===== src/rtl/wb_queue.sv =====
// rtl/wb_queue.sv - write-back staging queue feeding the register file write port
module wb_queue #(
  parameter int DEPTH = 4,
  parameter int AW    = 3,
  parameter int DW    = 8
) (
  input  logic             Clk,
  input  logic             Reset_n,
  input  logic             AluValid,
  input  logic [AW-1:0]    AluDst,
  input  logic [DW-1:0]    AluDat,
  output logic             AluReady,
  input  logic             MemValid,
  input  logic [AW-1:0]    MemDst,
  input  logic [DW-1:0]    MemDat,
  output logic             Wen,
  output logic [AW-1:0]    Wd,
  output logic [DW-1:0]    Wdat,
  output logic [2**AW-1:0] Busy,
  input  logic [AW-1:0]    FwdReg,
  output logic             FwdHit,
  output logic [DW-1:0]    FwdDat
);

  localparam int PW = $clog2(DEPTH);
  localparam int CW = PW + 1;

  logic [AW-1:0] dst_q [DEPTH];
  logic [DW-1:0] dat_q [DEPTH];
  logic [PW-1:0] head, tail, alu_slot, idx;
  logic [CW-1:0] count, free;
  logic          pop, mem_push, alu_push;

  // free already credits the head retiring on this same edge
  assign pop      = (count != '0);
  assign free     = CW'(DEPTH) - count + CW'(pop);
  assign AluReady = (free >= (CW'(1) + CW'(MemValid)));
  assign mem_push = MemValid;
  assign alu_push = AluValid & AluReady;
  assign alu_slot = tail + PW'(mem_push);

  assign Wen  = pop;
  assign Wd   = pop ? dst_q[head] : '0;
  assign Wdat = pop ? dat_q[head] : '0;

  always_ff @(posedge Clk or negedge Reset_n) begin
    if (!Reset_n) begin
      head  <= '0;
      tail  <= '0;
      count <= '0;
    end else begin
      head  <= head + PW'(pop);
      tail  <= tail + PW'(mem_push) + PW'(alu_push);
      count <= count + CW'(mem_push) + CW'(alu_push) - CW'(pop);
    end
  end

  // Load goes in first so it is older than a same-cycle ALU result
  always_ff @(posedge Clk) begin
    if (mem_push) begin
      dst_q[tail] <= MemDst;
      dat_q[tail] <= MemDat;
    end
    if (alu_push) begin
      dst_q[alu_slot] <= AluDst;
      dat_q[alu_slot] <= AluDat;
    end
  end

  // Walk oldest to youngest so the last match left in FwdDat is the youngest
  always_comb begin
    Busy   = '0;
    FwdHit = 1'b0;
    FwdDat = '0;
    idx    = '0;
    for (int i = 0; i < DEPTH; i++) begin
      idx = head + PW'(i);
      if (CW'(i) < count) begin
        Busy[dst_q[idx]] = 1'b1;
        if (dst_q[idx] == FwdReg) begin
          FwdHit = 1'b1;
          FwdDat = dat_q[idx];
        end
      end
    end
  end

endmodule


===== config.mk =====
export PLATFORM = sky130hd
export DESIGN_NAME = wb_queue
export DESIGN_NICKNAME = d
export VERILOG_FILES = /design/src/rtl/wb_queue.sv
export SDC_FILE = /design/constraint.sdc
export NUM_CORES = 1
export LEC_CHECK = 0
export BUFFER_PORTS_ARGS = -buffer_cell sky130_fd_sc_hd__buf_2
export CAP_MARGIN = 0
export CORE_MARGIN = 4
export CORE_UTILIZATION = 30
export CTS_CLUSTER_DIAMETER = 200
export DETAILED_ROUTE_END_ITERATION = 10
export HOLD_SLACK_MARGIN = 0.03
export SLEW_MARGIN = 30
export SYNTH_ARGS = -nofsm -noshare
export SYNTH_HDL_FRONTEND = slang
export SYNTH_SLANG_ARGS = --single-unit

===== constraint.sdc =====
create_clock -name Clk -period 7.1 [get_ports Clk]
set_input_delay 0 -clock Clk [delete_from_list [all_inputs] [get_ports Clk]]
set_output_delay 0 -clock Clk [all_outputs]
set_load 0.005 [all_outputs]

==> run_results.csv <==
group,metric,value,unit
detailed_routing,drtIter0Drc,246,
critical_path,reg2reg_from,"count[2]",
cts,clkSinkCount,51,
critical_path,crit_required,7.10,ns
worst_hold_path,hp-class,"in2reg",
die,die_h,126,um
power,p_leak,1.81,nW
finish,final_cell_area,4810,um2
placed_design,portBuffers,58,
detailed_routing,drtPass1Iterations,5,
run_status,status,"finished clean",
critical_path,start_kind,"register",
worst_hold_path,hold_end,"dat_q[0][4]",
placed_design,post-place-ws,3.17,ns
critical_path,critPathKind,"reg2out",
timing,setup_viol,0,
cts,cts_tree,"built",
timing,clock.fmax,265,MHz
finish,fill_cells,1354,
power,intPower,1.49,mW
critical_path,r2r-end,"dst_q[1][2]",
detailed_routing,ant_nets,0,
logic_synthesis,synth_ff_type,"edfxtp_1",
timing,slew_headroom,0.481,
worst_hold_path,hold_depth,2,
critical_path,cp.arrival,3.77,ns
logic_synthesis,yosys_warnings,0,
detailed_routing,vias,3282,
global_route,grt_antenna_before_repair,0,
detailed_routing,drc_errors,0,
finish,drive_gt1_frac,0.382,
logic_synthesis,synth_area_per_cell,11.4,um2
cts,cts_root_buffer,"clkbuf_16",
logic_synthesis,seq_area_frac_synth,0.357,
finish,syn2layout_area_growth,14.9,%
finish,fin_cells,595,
critical_path,reg2reg_depth,9,
timing,tns,0,ns
finish,antenna_cells,0,
logic_synthesis,synth_area_leader_cell,"edfxtp_1",
timing,fin_skew,0.00591,ns
logic_synthesis,synthArstFlopShare,0.137,
die,die_area,15900,um2
detailed_routing,wire_per_inst,19.3,um
finish,layout.nets,459,
logic_synthesis,synth_area_leaders,"edfxtp_1 32%, mux2_2 15%, mux4_2 12%",
cts,h-tree-depth,2,
logic_synthesis,netlist.area_leader.share,0.315,
cts,post-cts-setup-buffers,0,
critical_path,crit_path_end_kind,"output pin",
global_route,grt_max_degree,68,
global_route,grt_pass1_wl,18.2,mm
cts,cts_buffers,5,
cts,cts_max_path_buffers,2,
timing,post-route-period-util,0.531,
timing,hold_violations,0,
logic_synthesis,synth_edf_count,44,
power,pwr-share-seq,0.225,
timing,tightest_slew,0.778,ns
global_route,grtUsageTotal,0.142,
placed_design,gp_congestion,0.854,
timing,fin_ws,3.33,ns
logic_synthesis,synth_fp_nets,409,
global_route,grt_pass1_vias,3252,
timing,grt_setup_unrepaired,"false",
die,ios,59,
die,die_w,126,um
die,num_rows,42,
power,p_clk_frac,0.089,
worst_hold_path,hp-start,"MemDat[4]",
finish,ff_latch_area,1500,um2
power,swShare,0.453,
finish,fin_util,0.358,
detailed_routing,wirelength,11.5,mm
logic_synthesis,syn-cell-area,4190,um2
critical_path,path_max_fanout,50,
placed_design,post-dp-hpwl,8.90,mm
run,max-cap-violations,0,
finish,multi_input_area,2540,um2
logic_synthesis,ys_seq_elements,51,
timing,min_period,3.77,ns
die,placeableCoreArea,13500,um2
die,start_util,0.311,
cts,insertion_delay,0.29,ns
placed_design,place_area,4650,um2
power,pwr-share-comb,0.687,
logic_synthesis,synth.distinct_cells,43,
global_route,grt_overflow,0,
placed_design,place_inst,586,
logic_synthesis,postSynthCellCount,368,
power,p_per_area,565,nW/um2
power,p_switching,1.23,mW
timing,drv_slew,0,
detailed_routing,avgViaCountPerCell,5.52,
power,peakVddDrop,0.000219,V
cts,path_clk_slew,0.07,ns
critical_path,rrSetupSlack,3.48,ns
==> sequential cells by signal, summed over array words and instances, names as in the netlist <==
| name | flops |
|---|---|
| dat_q | 32 |
| head | 2 |
| tail | 2 |
| dst_q | 12 |
| count | 3 |
==> critical path: stages, from the launching register on <==
cell and delay [ns]:
dfrtp_2 0.34, buf_4 0.59, mux4_2 0.69, xor2_1 0.20, nor4_4 0.69, nor2_2 0.24, a221oi_1 0.35, o22ai_1 0.16
buf_2 0.18
==> how the worst max path moves through the flow <==
stage	start	to	slack, ns	cells past startpoint
3_3_place_gp	count[2]	dat_q[1][3]	3.32	9
4_1_cts	count[2]	dat_q[1][7]	3.16	9
2_1_floorplan	count[2]	dat_q[1][0]	3.69	11
3_5_place_dp	count[2]	dat_q[1][7]	3.17	9
5_1_grt	head[0]	FwdDat[2]	3.09	8
6_report	head[0]	FwdDat[2]	3.33	8
==> kinds of logic after synthesis <==
kind of cell / count (synthesis) / synth area share
xor gates and xnor gates: 18 / 0.0376
AOI/OAI and AO/OA: 73 / 0.117
muxes: 96 / 0.316
buffers and inverters: 38 / 0.0394
and+or+nand+nor: 80 / 0.0932
adders and majority gates: 12 / 0.0394
DFF: 51 / 0.357
==> synthesized netlist by cell type, types with 2 or more instances <==
cell and number:
buf_2 9, a221o_1 5, a31o_2 2, xor2_1 7
nand3_1 2, nor2b_1 11, a211oi_1 4, inv_1 15
edfxtp_1 44, o32ai_1 3, mux2_2 56, nor2_1 23
o22ai_1 11, o31ai_1 2, a221oi_1 8, a21oi_1 23
and2_1 2, mux4_2 22, fa_1 2, dfrtp_1 7
nand2_1 23, clkbuf_1 7, nand4_1 3, ha_1 10
xnor2_1 11, nand2b_1 5, o21ai_0 8, o221ai_1 2
nor3_1 6, mux2i_1 17, buf_1 4, or2_2 3
==> stage by stage <==
step | power (mW) | hold WS, ns
after floorplan | 1.90 | -0.296
after global placement | 2.43 | -0.157
after detailed placement | 2.47 | -0.153
after CTS | 2.72 | 0.0551
after global routing | 2.94 | 0.0694
final | 2.72 | 0.0650
==> area by class of cell <==
cell class                      count  area share
Clock buffer                        5      0.0260
Sequential cell                    51       0.311
Multi-Input combinational cell    279       0.527
Inverter                           16      0.0125
Clock inverter                      3     0.00520
Timing Repair Buffer               65      0.0717
Tap cell                          176      0.0457
==> routing by layer <==
metal | track usage | share of wire
met1 | 0.205 | 0.47
met2 | 0.224 | 0.46
met3 | 0.0182 | 0.050
met4 | 0.0429 | 0.020
met5 | 0 | 0
==> power groups by stage <==
stage                     sequential, mW  clock (mW)  combinational (mW)
after CTS                          0.605       0.248                1.87
after global routing               0.625       0.261                2.05
after detailed placement           0.612           0                1.86
after floorplan                    0.569           0                1.33
final                              0.611       0.242                1.87
after global placement             0.600           0                1.83
==> cell usage in the layout (no fill, tap or decap), types with 6 or more instances in the layout <==
master    synthesis  final
buf_2             9     58
mux2_2           56     56
edfxtp_1         44     44
nand2_1          23     23
nor2_1           23     23
a21oi_1          23     23
mux4_2           22     22
mux2i_1          17     17
inv_1            15     15
nor2b_1          11     11
xnor2_1          11     11
o22ai_1          11     11
ha_1             10     10
o21ai_0           8      8
a221oi_1          8      8
xor2_1            7      7
buf_4             1      6
==> timing repair <==
action,CTS,global route
gates resized for setup,0,0
hold endpoints to repair,7,0
hold buffers,1,0
No activity file was read; power rests on OpenSTA's default activity.
